## config.mk

```make
export PLATFORM = sky130hd
export DESIGN_NAME = spi_bus_arbiter_flat
export DESIGN_NICKNAME = d
export VERILOG_FILES = /design/src/rtl/spi_bus_arbiter_if.sv /design/src/rtl/spi_bus_arbiter.sv /design/src/flat_wrapper.sv
export SDC_FILE = /design/constraint.sdc
export NUM_CORES = 1
export LEC_CHECK = 0
export CELL_PAD_IN_SITES_DETAIL_PLACEMENT = 1
export CELL_PAD_IN_SITES_GLOBAL_PLACEMENT = 2
export CORE_MARGIN = 2
export CORE_UTILIZATION = 23
export CTS_BUF_LIST = sky130_fd_sc_hd__clkbuf_2
export DETAILED_ROUTE_END_ITERATION = 8
export DONT_BUFFER_PORTS = 1
export PLACE_DENSITY = 0.51
export RECOVER_POWER = 100
export SLEW_MARGIN = 40
export SYNTH_ARGS = -nofsm -noshare
export SYNTH_HDL_FRONTEND = slang
export SYNTH_SLANG_ARGS = --single-unit
export TNS_END_PERCENT = 5
```

## constraint.sdc

```tcl
create_clock -name clk -period 6.1 [get_ports clk]
set_input_delay 0.915 -clock clk [delete_from_list [all_inputs] [get_ports clk]]
set_output_delay 0.915 -clock clk [all_outputs]
set_load 0.05 [all_outputs]
```

## src/rtl/spi_bus_arbiter_if.sv

```systemverilog
// rtl/spi_bus_arbiter_if.sv - requester handshakes, requester SPI signals and shared pin set
interface spi_bus_arbiter_if;
    logic       a_req;
    logic       a_gnt;
    logic       a_sck;
    logic       a_mosi;
    logic       a_cs_n;
    logic       b_req;
    logic       b_gnt;
    logic       b_sck;
    logic       b_mosi;
    logic       b_io0_oe;
    logic       b_cs_n;
    logic       bus_sck;
    logic       bus_mosi;
    logic       bus_io0_oe;
    logic       flash_cs_n;
    logic       codec_cs_n;
    logic [1:0] owner;
    logic       hold_timeout;

    modport slave (
        input  a_req, a_sck, a_mosi, a_cs_n,
        input  b_req, b_sck, b_mosi, b_io0_oe, b_cs_n,
        output a_gnt, b_gnt,
        output bus_sck, bus_mosi, bus_io0_oe, flash_cs_n, codec_cs_n,
        output owner, hold_timeout
    );

    modport master (
        output a_req, a_sck, a_mosi, a_cs_n,
        output b_req, b_sck, b_mosi, b_io0_oe, b_cs_n,
        input  a_gnt, b_gnt,
        input  bus_sck, bus_mosi, bus_io0_oe, flash_cs_n, codec_cs_n,
        input  owner, hold_timeout
    );
endinterface

```

## src/rtl/spi_bus_arbiter.sv

```systemverilog
// rtl/spi_bus_arbiter.sv - round-robin req/gnt arbiter sharing the SPI pins between codec configurator and flash controller
module spi_bus_arbiter #(
    parameter int unsigned GUARD_CYCLES = 4,
    parameter int unsigned HOLD_LIMIT   = 65535
) (
    input  logic               clk,
    input  logic               resetn,
    spi_bus_arbiter_if.slave   bus
);

    typedef enum logic [1:0] {
        IDLE  = 2'd0,
        OWN_A = 2'd1,
        OWN_B = 2'd2,
        GUARD = 2'd3
    } state_t;

    localparam logic [7:0]  GUARD_INIT = 8'(GUARD_CYCLES - 1);
    localparam logic [15:0] HOLD_MAX   = 16'(HOLD_LIMIT);

    state_t      state_q, state_d;
    logic [7:0]  guard_q, guard_d;
    logic [15:0] hold_q, hold_d;
    logic        last_b_q, last_b_d;
    logic        a_gnt_q, a_gnt_d;
    logic        b_gnt_q, b_gnt_d;
    logic        hto_q, hto_d;

    logic        pick_a;
    logic        pick_b;
    logic [15:0] hold_inc;

    // On a tie the requester that did not own the bus last wins.
    assign pick_a   = bus.a_req && (!bus.b_req || last_b_q);
    assign pick_b   = bus.b_req && (!bus.a_req || !last_b_q);
    assign hold_inc = (hold_q == HOLD_MAX) ? hold_q : hold_q + 16'd1;

    always_ff @(posedge clk) begin
        if (!resetn) begin
            state_q  <= IDLE;
            guard_q  <= 8'd0;
            hold_q   <= 16'd0;
            last_b_q <= 1'b1;
            a_gnt_q  <= 1'b0;
            b_gnt_q  <= 1'b0;
            hto_q    <= 1'b0;
        end else begin
            state_q  <= state_d;
            guard_q  <= guard_d;
            hold_q   <= hold_d;
            last_b_q <= last_b_d;
            a_gnt_q  <= a_gnt_d;
            b_gnt_q  <= b_gnt_d;
            hto_q    <= hto_d;
        end
    end

    always_comb begin
        state_d  = state_q;
        guard_d  = guard_q;
        hold_d   = hold_q;
        last_b_d = last_b_q;
        a_gnt_d  = a_gnt_q;
        b_gnt_d  = b_gnt_q;
        hto_d    = hto_q;
        case (state_q)
            IDLE, GUARD: begin
                if (state_q == IDLE || guard_q == 8'd0) begin
                    if (pick_a) begin
                        state_d = OWN_A;
                        a_gnt_d = 1'b1;
                        hold_d  = 16'd0;
                        hto_d   = 1'b0;
                    end else if (pick_b) begin
                        state_d = OWN_B;
                        b_gnt_d = 1'b1;
                        hold_d  = 16'd0;
                        hto_d   = 1'b0;
                    end else begin
                        state_d = IDLE;
                    end
                end else begin
                    guard_d = guard_q - 8'd1;
                end
            end
            OWN_A, OWN_B: begin
                if ((state_q == OWN_A) ? !bus.a_req : !bus.b_req) begin
                    state_d  = GUARD;
                    a_gnt_d  = 1'b0;
                    b_gnt_d  = 1'b0;
                    last_b_d = (state_q == OWN_B);
                    guard_d  = GUARD_INIT;
                    hold_d   = 16'd0;
                    hto_d    = 1'b0;
                end else begin
                    hold_d = hold_inc;
                    hto_d  = (hold_inc == HOLD_MAX);
                end
            end
            default: state_d = IDLE;
        endcase
    end

    // Pin mux keyed on registered state only; anything but OWN_x parks the bus.
    always_comb begin
        bus.bus_sck    = 1'b0;
        bus.bus_mosi   = 1'b0;
        bus.bus_io0_oe = 1'b0;
        bus.flash_cs_n = 1'b1;
        bus.codec_cs_n = 1'b1;
        case (state_q)
            OWN_A: begin
                bus.bus_sck    = bus.a_sck;
                bus.bus_mosi   = bus.a_mosi;
                bus.bus_io0_oe = 1'b1;
                bus.codec_cs_n = bus.a_cs_n;
            end
            OWN_B: begin
                bus.bus_sck    = bus.b_sck;
                bus.bus_mosi   = bus.b_mosi;
                bus.bus_io0_oe = bus.b_io0_oe;
                bus.flash_cs_n = bus.b_cs_n;
            end
            default: ;
        endcase
    end

    assign bus.a_gnt        = a_gnt_q;
    assign bus.b_gnt        = b_gnt_q;
    assign bus.owner        = {b_gnt_q, a_gnt_q};
    assign bus.hold_timeout = hto_q;

endmodule

```

## src/flat_wrapper.sv

```systemverilog
// flat-port wrapper written by rule: the top's interface ports become plain ports
module spi_bus_arbiter_flat 
#(
    parameter int unsigned GUARD_CYCLES = 4,
    parameter int unsigned HOLD_LIMIT   = 65535
)
  (clk, resetn, bus_a_req, bus_a_sck, bus_a_mosi, bus_a_cs_n, bus_b_req, bus_b_sck, bus_b_mosi, bus_b_io0_oe, bus_b_cs_n, bus_a_gnt, bus_b_gnt, bus_bus_sck, bus_bus_mosi, bus_bus_io0_oe, bus_flash_cs_n, bus_codec_cs_n, bus_owner, bus_hold_timeout);
  spi_bus_arbiter_if bus_i ();
  input  logic clk;
  input  logic resetn;
  input wire logic [$bits(bus_i.a_req)-1:0] bus_a_req;
  input wire logic [$bits(bus_i.a_sck)-1:0] bus_a_sck;
  input wire logic [$bits(bus_i.a_mosi)-1:0] bus_a_mosi;
  input wire logic [$bits(bus_i.a_cs_n)-1:0] bus_a_cs_n;
  input wire logic [$bits(bus_i.b_req)-1:0] bus_b_req;
  input wire logic [$bits(bus_i.b_sck)-1:0] bus_b_sck;
  input wire logic [$bits(bus_i.b_mosi)-1:0] bus_b_mosi;
  input wire logic [$bits(bus_i.b_io0_oe)-1:0] bus_b_io0_oe;
  input wire logic [$bits(bus_i.b_cs_n)-1:0] bus_b_cs_n;
  output wire logic [$bits(bus_i.a_gnt)-1:0] bus_a_gnt;
  output wire logic [$bits(bus_i.b_gnt)-1:0] bus_b_gnt;
  output wire logic [$bits(bus_i.bus_sck)-1:0] bus_bus_sck;
  output wire logic [$bits(bus_i.bus_mosi)-1:0] bus_bus_mosi;
  output wire logic [$bits(bus_i.bus_io0_oe)-1:0] bus_bus_io0_oe;
  output wire logic [$bits(bus_i.flash_cs_n)-1:0] bus_flash_cs_n;
  output wire logic [$bits(bus_i.codec_cs_n)-1:0] bus_codec_cs_n;
  output wire logic [$bits(bus_i.owner)-1:0] bus_owner;
  output wire logic [$bits(bus_i.hold_timeout)-1:0] bus_hold_timeout;
  assign bus_i.a_req = bus_a_req;
  assign bus_i.a_sck = bus_a_sck;
  assign bus_i.a_mosi = bus_a_mosi;
  assign bus_i.a_cs_n = bus_a_cs_n;
  assign bus_i.b_req = bus_b_req;
  assign bus_i.b_sck = bus_b_sck;
  assign bus_i.b_mosi = bus_b_mosi;
  assign bus_i.b_io0_oe = bus_b_io0_oe;
  assign bus_i.b_cs_n = bus_b_cs_n;
  assign bus_a_gnt = bus_i.a_gnt;
  assign bus_b_gnt = bus_i.b_gnt;
  assign bus_bus_sck = bus_i.bus_sck;
  assign bus_bus_mosi = bus_i.bus_mosi;
  assign bus_bus_io0_oe = bus_i.bus_io0_oe;
  assign bus_flash_cs_n = bus_i.flash_cs_n;
  assign bus_codec_cs_n = bus_i.codec_cs_n;
  assign bus_owner = bus_i.owner;
  assign bus_hold_timeout = bus_i.hold_timeout;
  spi_bus_arbiter #(.GUARD_CYCLES(GUARD_CYCLES), .HOLD_LIMIT(HOLD_LIMIT)) u_core (.clk(clk), .resetn(resetn), .bus(bus_i));
endmodule
```

=== Word-level counts from Yosys, hierarchy flattened ===
Cells that the tools add are included.

* Mux-type cells: 33
* Reductions and logical operators: 18
* Eq/ne operators: 12
* Add/subtract/negate cells: 2

{| class="wikitable"
|+ Operator list
! operator !! number
|-
| $mux W16 || 5
|-
| $eq A16 B16 Y1 const B || 2
|-
| $pmux W16 S2 || 1
|-
| $add A16 B1 Y16 const B || 1
|-
| $mux W8 || 2
|-
| $pmux W8 S2 || 1
|-
| $mux W1 || 13
|-
| $pmux W1 S2 || 6
|-
| $logic_not A8 Y1 || 1
|-
| $mux W2 || 4
|-
| $ne A2 B1 Y1 const B || 4
|-
| $reduce_and A2 Y1 || 4
|-
| $sub A8 B1 Y8 const B || 1
|-
| $eq A2 B2 Y1 const B || 2
|-
| $ne A2 B2 Y1 const B || 2
|-
| $pmux W2 S2 || 1
|-
| $reduce_and A4 Y1 || 1
|-
| $reduce_or A2 Y1 || 2
|-
| $logic_not A1 Y1 || 3
|-
| $logic_or A1 B1 Y1 || 3
|-
| $ne A3 B1 Y1 const B || 1
|-
| $reduce_and A3 Y1 || 1
|-
| $eq A2 B1 Y1 const B || 1
|-
| $logic_and A1 B1 Y1 || 2
|-
| $logic_not A2 Y1 || 1
|}

* Input bits: 11
* Register bits: 30
* Output and inout port bits: 10
* Logic and storage cells: 72

=== Logic depth before layout (Yosys ltp) ===
Gate-level depths: netlist of the first run.

* Depth after elaboration: 7
* Depth in mapped cells: 9
* Gate-level depth less buffers: 8

=== Worst setup path after synthesis of the first run ===
Ideal clock, no wire load.

* Path kind: input to output
* Start point: input bus_b_mosi
* End point: output bus_bus_mosi
* Setup slack: 3,496 ps
* Data required time: 5,185 ps
* Buffers on the path: 0
* Stages: 2
* Data arrival time: 1,689 ps
* Cell sequence: a22oi_1 > nor2b_1

* Word-level cells in the longest chain between the ends: 1

{| class="wikitable"
|+ Ends and longest elaborated chain
! element !! RTL line !! text
|-
| start, declared || flat_wrapper.sv:17 || <nowiki>input wire logic [$bits(bus_i.b_mosi)-1:0] bus_b_mosi;</nowiki>
|-
| $pmux W1 S2 || spi_bus_arbiter.sv:111 || <nowiki>case (state_q)</nowiki>
|-
| end, declared || flat_wrapper.sv:23 || <nowiki>output wire logic [$bits(bus_i.bus_mosi)-1:0] bus_bus_mosi;</nowiki>
|}

Every way passes these cells.

=== Worst setup path in the final report of the first run ===
* Start point: register u_core.state_q[0]
* End point: output bus_bus_sck

* Word-level cells in the longest chain between the ends: 2
* Elaborated cells between the ends (all ways): 3
* Classes of those cells: 2 x eq/ne; 1 x mux

{| class="wikitable"
|+ Ends and longest elaborated chain
! element !! RTL line !! text
|-
| start, declared || spi_bus_arbiter.sv:21 || <nowiki>state_t state_q, state_d;</nowiki>
|-
| start signal, assigned || spi_bus_arbiter.sv:48 || <nowiki>state_q <= state_d;</nowiki>
|-
| $eq A2 B2 Y1 or $eq A2 B1 Y1 (tied branches) || spi_bus_arbiter.sv:111 ||
|-
| $pmux W1 S2 (*) || spi_bus_arbiter.sv:111 ||
|-
| end, declared || flat_wrapper.sv:22 || <nowiki>output wire logic [$bits(bus_i.bus_sck)-1:0] bus_bus_sck;</nowiki>
|}

Mark *: on every way between the ends. The rest lies on a longest branch, timed or not.

==> results of run 1 <==
-- final cells by class --
cell class                 instances  area [um^2]
clock buffer                       7         35.0
fill                             902         5480
inverter                           6         22.5
multi-input combinational        183         1060
sequential                        30          601
tap                               99          124
timing repair buffer               1         7.51
-- kinds of logic after synthesis --
kind of cell | count (synthesis)
XOR/XNOR | 5
buffers and inverters | 19
adder cells (fa/ha/maj) | 6
AND/OR/NAND/NOR | 104
AO/OA/AOI/OAI | 66
multiplexers | 2
flip-flops | 30
-- worst min-delay path, cell delays in order, from the launching register on --
cell,delay [ns]
dfxtp_1,0.35
nand2_1,0.06
nand3_1,0.06
-- path summary, 6_finish.rpt --
| kind | from | to | slack [ns] |
|---|---|---|---|
| max | u_core.state_q[0] | bus_bus_sck | 3.08 |
| min | u_core.last_b_q | u_core.last_b_q | 0.50 |
| max reg2reg | u_core.guard_q[3] | u_core.hold_q[1] | 3.34 |
| min reg2reg | u_core.last_b_q | u_core.last_b_q | 0.50 |
-- cells in the final DEF (no fill, tap or decap), types with 5 or more instances in the layout --
master    instances
ha_1              6
inv_1             6
nand3_1          11
nand2b_1          5
o21ai_0          14
a311oi_1          9
nor2_1           34
nor4_1            5
nor2b_1           5
a31oi_1           5
dfxtp_1          30
a21oi_1          24
nand2_1          22
clkbuf_2          7
-- per-stage QoR --
stage | power [W] | utilization (%) | cells | cell area [um^2]
2_1_floorplan | 0.000626 | - | 232 | 1770
3_3_place_gp | 0.000721 | 25.0 | 319 | 1830
6_report | 0.000783 | 25.2 | 326 | 1850
5_1_grt | 0.000867 | 25.2 | 326 | 1850
3_5_place_dp | 0.000725 | 25.2 | 319 | 1840
4_1_cts | 0.000830 | 25.6 | 326 | 1880
-- synth_stat cells (2+ instances only) --
library cell	instances
nor2_1	33
dfxtp_1	30
a21oi_1	24
nand2_1	22
o21ai_0	13
nand3_1	11
a311oi_1	8
clkbuf_1	6
ha_1	6
inv_1	6
a31oi_1	5
nand2b_1	5
nor2b_1	5
a22oi_1	4
nand4_1	4
nor3_1	4
nor4_1	4
buf_4	3
o21ai_1	3
xnor2_1	3
a211oi_1	2
and3_1	2
buf_2	2
clkbuf_2	2
mux2i_1	2
or2_2	2
xor2_1	2
-- per-layer routing --
layer / part of all wire [%] / vias to the layer above
met5: 0 / -
met4: 1.4 / 0
met2: 39 / 26
met3: 4.0 / 7
li1: - / 836
met1: 55 / 801
-- power groups by stage --
stage,sequential [W],clock [W],combinational [W]
floorplan,0.000285,0,0.000341
CTS,0.000307,0.000107,0.000416
global placement,0.000311,0,0.000410
detailed placement,0.000312,0,0.000413
finish,0.000301,0.0000990,0.000383
global route,0.000309,0.000119,0.000440
-- state kept, by name, summed over array words and instances (netlist names) --
| register | cells |
|---|---|
| u_core.guard_q | 8 |
| u_core.bus.b_gnt | 1 |
| u_core.bus.a_gnt | 1 |
| u_core.hold_q | 16 |
| u_core.state_q | 2 |
| u_core.bus.hold_timeout | 1 |
| u_core.last_b_q | 1 |
==> summary.md, run 1 <==
| Metric | Value |
|---|---|
| Num CTS Buffers | `5` |
| CP max stage delay | `0.81 ns` |
| Number of post-CTS setup repair buffers | `0` |
| CP Class | `flop to primary output` |
| Place WS | `around 3.7 ns` |
| Die height | `91.7 um` |
| Outcome | `completed` |
| GRT Max-Usage Layer | `met1` |
| Logic pwr share | `48.9%` |
| Max Clk Rate | `0.331 GHz` |
| Initial antenna violation count | `0` |
| Largest delay share family, worst path | `simple AND/OR/NAND/NOR gates` |
| Post-synthesis adder-cell area fraction | `4.25%` |
| Critical Path RT | `slightly above 5 ns` |
| Internal cell power | `between 0.0003 and 0.0004 W` |
| WL/cell | `15.9 um` |
| Mapped cell area | `around 1800 um^2` |
| Final nets | `244` |
| Core area | `7330 um^2` |
| Endpoints failing hold | `0` |
| Cell count after synthesis | `232` |
| Post-DP HPWL | `3700 um` |
| Clk sinks | `30` |
| Drt total wl | `approximately 5200 um` |
| Worst-margin pin slew | `~1.0 ns` |
| Routed vias | `between 1,500 and 2,000` |
| Worst hold path class | `flop to flop` |
| Flops & latches, synth | `30` |
| Initial core utilization | `roughly a quarter` |
| CTS tree | `yes` |
| Worst Path Arrival | `2.11 ns` |
| Setup tns final | `0 ns` |
| Synth unique cells | `46` |
| Clk root buf | `clkbuf_2` |
| Share of cells above drive strength 1 | `a little under 5%` |
| Seq pwr share | `38.5%` |
| Area growth syn-to-layout | `4.53%` |
| Register area share after synthesis | `between 30 and 40%` |
| Most used DFF post-synth | `dfxtp_1` |
| Max-slew headroom at the worst pin | `29.5%` |
| Port Buffers | `0` |
| Psw | `0.000397 W` |
| Initial DRT Pass Iterations | `4` |
| GRT Residual Overflow | `0` |
| Grt met1 use | `19.6%` |
| Hold_ws | `~0.5 ns` |
| Lkg Pwr | `0.558 nW` |
| Worst reg-to-reg path cell count | `6` |
| Placer Congestion | `0.728` |
| Synth Area per Inst | `~7.6 um^2` |
| M3 GR Usage | `2.88%` |
| XOR/XNOR Fraction of Synth Area | `2.48%` |
| N_diodes | `0` |
| Hold path depth | `2` |
| Async set-reset flop share out of synthesis | `0%` |
| Max VDD drop | `96.8 uV` |
| I/O Pins | `21` |
| Slowest CP cell | `nor2b_1` |
| Largest net degree at the start of global routing | `21` |
| Critical Path Stages | `3` |
| GRT Util Overall | `13.3%` |
| Area share of and/or/nand/nor cells after synthesis | `29.5%` |
| Row count | `31` |
| Crit end category | `primary output` |
| Avg Vias per Cell | `5.12` |
| Die X-Extent | `91.7 um` |
| Sw frac | `50.7%` |
| Number of synthesized flops with an enable pin | `0` |
| Die ar. | `8400 um^2` |
| Clock Latency Late Sink | `~0.37 ns` |
| Clock Skews | `0.0108 ns` |
| CP Cell Sequence | `inv_1, ha_1, nor2b_1` |
| Worst setup margin | `3.08 ns` |
| Detail Route Antenna Nets | `0` |
| Pwr per Cell Area | `424 nW/um^2` |
| H-tree depth | `2` |
| Worst path bufs/invs | `1` |
| Max Cap Viol | `0` |
| Final Setup Violations | `0` |
| RSZ-0062 raised after global routing | `false` |
| CTS resizes | `0` |
| Critical Path Start Type | `flop` |
| M2 GR Usage | `18.9%` |
| Largest cells by area after synthesis | `dfxtp_1 (34%), nor2_1 (7.0%), a21oi_1 (6.8%)` |
| Worst-path clk slew | `roughly 0.15 ns` |
| Proportion of power drawn by the clock network | `12.6%` |
| Fin crit period | `3.02 ns` |
| DR iter-0 viols | `92` |
| Syn_nets | `between 200 and 250` |
| Max clock buf depth | `2` |
| Crit path max fanout | `11` |
| First-pass GRT wire length | `approximately 9000 um` |
| Vias in the first global route | `approximately 1,700` |
| CTS hold repair buffers | `0` |
| Post-synthesis mux area share | `1.13%` |
| Largest area contributor in the netlist | `dfxtp_1` |
| Compound-Gate Fraction of Synth Area | `23.7%` |
| Final Cycle Share | `49.5%` |
| Main combinational cell family by area after synthesis | `simple AND/OR/NAND/NOR gates` |
| DRC | `0` |
| Yosys Warn Count | `0` |
| Yosys top cell area share | `34.0%` |
| Max Slew Vio Count | `0` |
Note: power is estimated with default switching activity, not from simulation.
==> run 2, diff against run 1 <==
- clock period: 6.1 -> 2.9 ns (I/O delays scaled with it)
==> run 2 against run 1 <==
  * Sequential power up 110%
  * Largest cell class unchanged
  * Cell count rose by 1.5%
  * Largest power group unchanged
  * First-iteration DRC count decreased by 16%
  * Clock skew fell by 0.0065 ns
  * Global-route usage barely moved
==> summary.md, run 2 (synthesis gave the netlist of run 1 again) <==
| Metric | Value |
|---|---|
| Outcome | `completed` |
| Detail Route Antenna Nets | `0 (unchanged)` |
| R2R setup slack | `0.42 ns (-2.92 ns)` |
| Vias in the first global route | `1,684 (-1.1%)` |
| Clock Latency Late Sink | `0.37 ns (about the same)` |
| Endpoints failing hold | `0 (unchanged)` |
| Clock Skews | `0.00437 ns (-0.00648 ns)` |
| Commonest non-fill, non-tap cell in the layout | `nor2_1` |
| Number of post-CTS setup repair buffers | `0 (unchanged)` |
| Initial DRT Pass Iterations | `4 (unchanged)` |
| Clk root buf | `clkbuf_2` |
| Worst-margin pin slew | `0.963 ns (-0.0682 ns)` |
| Sw frac | `51.2% (+0.46 points)` |
| Seq pwr share | `37.5% (-1.0 points)` |
| Place WS | `0.544 ns (-3.14 ns)` |
| Final nets | `248 (+1.6%)` |
| Slowest CP cell | `nor2_1` |
| Psw | `0.000875 W (+120%)` |
| Max VDD drop | `201 uV (+110%)` |
| Routed vias | `1,660 (-0.60%)` |
| Worst-path clk slew | `0.17 ns (+0.02 ns)` |
| Most frequent cells in the layout | `nor2_1 (34), dfxtp_1 (30), a21oi_1 (24)` |
| Placer Congestion | `0.744 (+2.3%)` |
| Worst hold path class | `input pin to flop` |
| Max Slew Vio Count | `0 (unchanged)` |
| Core area | `7330 um^2 (unchanged)` |
| Final Cycle Share | `between 80% and 90%` |
| CP max stage delay | `0.76 ns (-0.05 ns)` |
| Post-Layout Cell Count | `331 (+1.5%)` |
| Crit path max fanout | `11 (unchanged)` |
| Biggest regs | `u_core.hold_q x16, u_core.guard_q x8, u_core.state_q x2` |
| Max-slew headroom at the worst pin | `35.7% (+6.2 points)` |
| Avg Vias per Cell | `5.02 (-2.1%)` |
| Max clock buf depth | `2 (unchanged)` |
| Worst reg-to-reg path cell count | `7 (+1)` |
| WL/cell | `15.9 um (+0.32%)` |
| Area growth syn-to-layout | `6.58%` |
| DR iter-0 viols | `77 (-16%)` |
| Max reg flops | `16 (unchanged)` |
| Hold path depth | `1 (-1)` |
| Setup tns final | `0 ns (unchanged)` |
| Row count | `31 (unchanged)` |
| CP Cell Sequence | `inv_1, ha_1, a311oi_2, nor2_1, o21ai_0, a22oi_1, nor2_1` |
| H-tree depth | `2 (unchanged)` |
| Fin crit period | `2.48 ns` |
| Logic pwr share | `49.6% (+0.7 points)` |
| Die ar. | `8400 um^2 (unchanged)` |
| Crit end category | `flop` |
| Drt total wl | `5270 um (+1.9%)` |
| Critical Path RT | `3.19 ns (-1.99 ns)` |
| Worst Path Arrival | `2.77 ns (+0.66 ns)` |
| Initial core utilization | `24.1% (unchanged)` |
| FILL cells | `893 (-1.0%)` |
| Max Clk Rate | `0.403 GHz` |
| Max Cap Viol | `0 (unchanged)` |
| CTS hold repair buffers | `0 (unchanged)` |
| Critical Path Start Type | `flop` |
| Share of cells above drive strength 1 | `6.47% (+1.6 points)` |
| Worst setup margin | `0.420 ns (-2.66 ns)` |
| Initial antenna violation count | `0 (unchanged)` |
| RSZ-0062 raised after global routing | `false` |
| Post-DP HPWL | `3900 um (+5.2%)` |
| Critical Path Stages | `7 (+4)` |
| CTS resizes | `0 (unchanged)` |
| GRT Residual Overflow | `0 (unchanged)` |
| Die height | `91.7 um (unchanged)` |
| Worst path bufs/invs | `1 (unchanged)` |
| Placed insts | `323 (+1.3%)` |
| Reg2Reg Launch Point | `u_core.state_q[0]` |
| Clk sinks | `30 (unchanged)` |
| DRC | `0 (unchanged)` |
| Port Buffers | `0 (unchanged)` |
| N_diodes | `0 (unchanged)` |
| Final Setup Violations | `0 (unchanged)` |
| Most frequent CP cell | `nor2_1` |
| Lkg Pwr | `0.573 nW (+2.7%)` |
| Largest net degree at the start of global routing | `16 (-24%)` |
| Largest delay share family, worst path | `simple AND/OR/NAND/NOR gates` |
| Total Power | `0.00171 W (+120%)` |
| WHS Endpoint | `u_core.last_b_q` |
| Worst hold start | `resetn` |
| Internal cell power | `0.000834 W (+120%)` |
| CTS tree | `yes` |
| GRT Util Overall | `13.3% (+0.039 points)` |
| First-pass GRT wire length | `8900 um (+0.55%)` |
| Hold_ws | `0.120 ns (-0.377 ns)` |
| Proportion of power drawn by the clock network | `12.9% (+0.3 points)` |
| Num CTS Buffers | `5 (unchanged)` |
| Most flop-heavy register | `u_core.hold_q` |
| Reg-to-Reg End | `u_core.hold_q[1]` |
| Pwr per Cell Area | `907 nW/um^2 (+110%)` |
| CP Class | `flop to flop` |
| I/O Pins | `21 (unchanged)` |
| Die X-Extent | `91.7 um (unchanged)` |
==> run 2: cell count changes in the layout (fill, tap and decap cells not counted), sizes merged <==
cell    delta
clkbuf     +2
clkinv     +2
buf        +1
==> run 2: per-layer routing <==
layer	vias up	GRT usage [%]	routed length [um]
li1	839	-	-
met1	786	18.7	2780
met2	29	20.2	2230
met3	6	3.12	194
met4	0	4.17	70
met5	-	0	0
==> run 2: worst max path at each step <==
stage / endpoint / slack [ns] / from
CTS: u_core.bus.hold_timeout / 0.49 / u_core.hold_q[0]
global placement: u_core.bus.hold_timeout / 0.55 / u_core.hold_q[0]
detailed placement: u_core.bus.hold_timeout / 0.54 / u_core.hold_q[0]
floorplan: bus_bus_io0_oe / 0.79 / u_core.state_q[0]
finish: u_core.hold_q[1] / 0.42 / u_core.state_q[0]
global route: u_core.hold_q[0] / 0.17 / u_core.state_q[0]
==> run 2: final cells by class <==
| class | count | area [um^2] | share of cell area [%] |
|---|---|---|---|
| Multi-Input combinational cell | 183 | 1070 | 56.9 |
| Sequential cell | 30 | 601 | 31.9 |
| Tap cell | 99 | 124 | 6.57 |
| Clock buffer | 6 | 30.0 | 1.59 |
| Timing Repair Buffer | 5 | 26.3 | 1.39 |
| Inverter | 6 | 22.5 | 1.20 |
| Clock inverter | 2 | 8.76 | 0.465 |
==> run 2: per-stage QoR <==
stage / instance area (um^2) / utilization (%)
global placement: 1860 / 25.4
detailed placement: 1870 / 25.5
CTS: 1910 / 26.0
global route: 1880 / 25.7
finish: 1880 / 25.7
floorplan: 1770 / -
==> run 2: power by group through the flow <==
stage	clock [W]	combinational (W)	sequential, W
final	0.000220	0.000848	0.000641
after global routing	0.000248	0.000953	0.000658
after CTS	0.000234	0.000885	0.000648
after detailed placement	0	0.000881	0.000658
after global placement	0	0.000880	0.000654
after floorplan	0	0.000718	0.000599
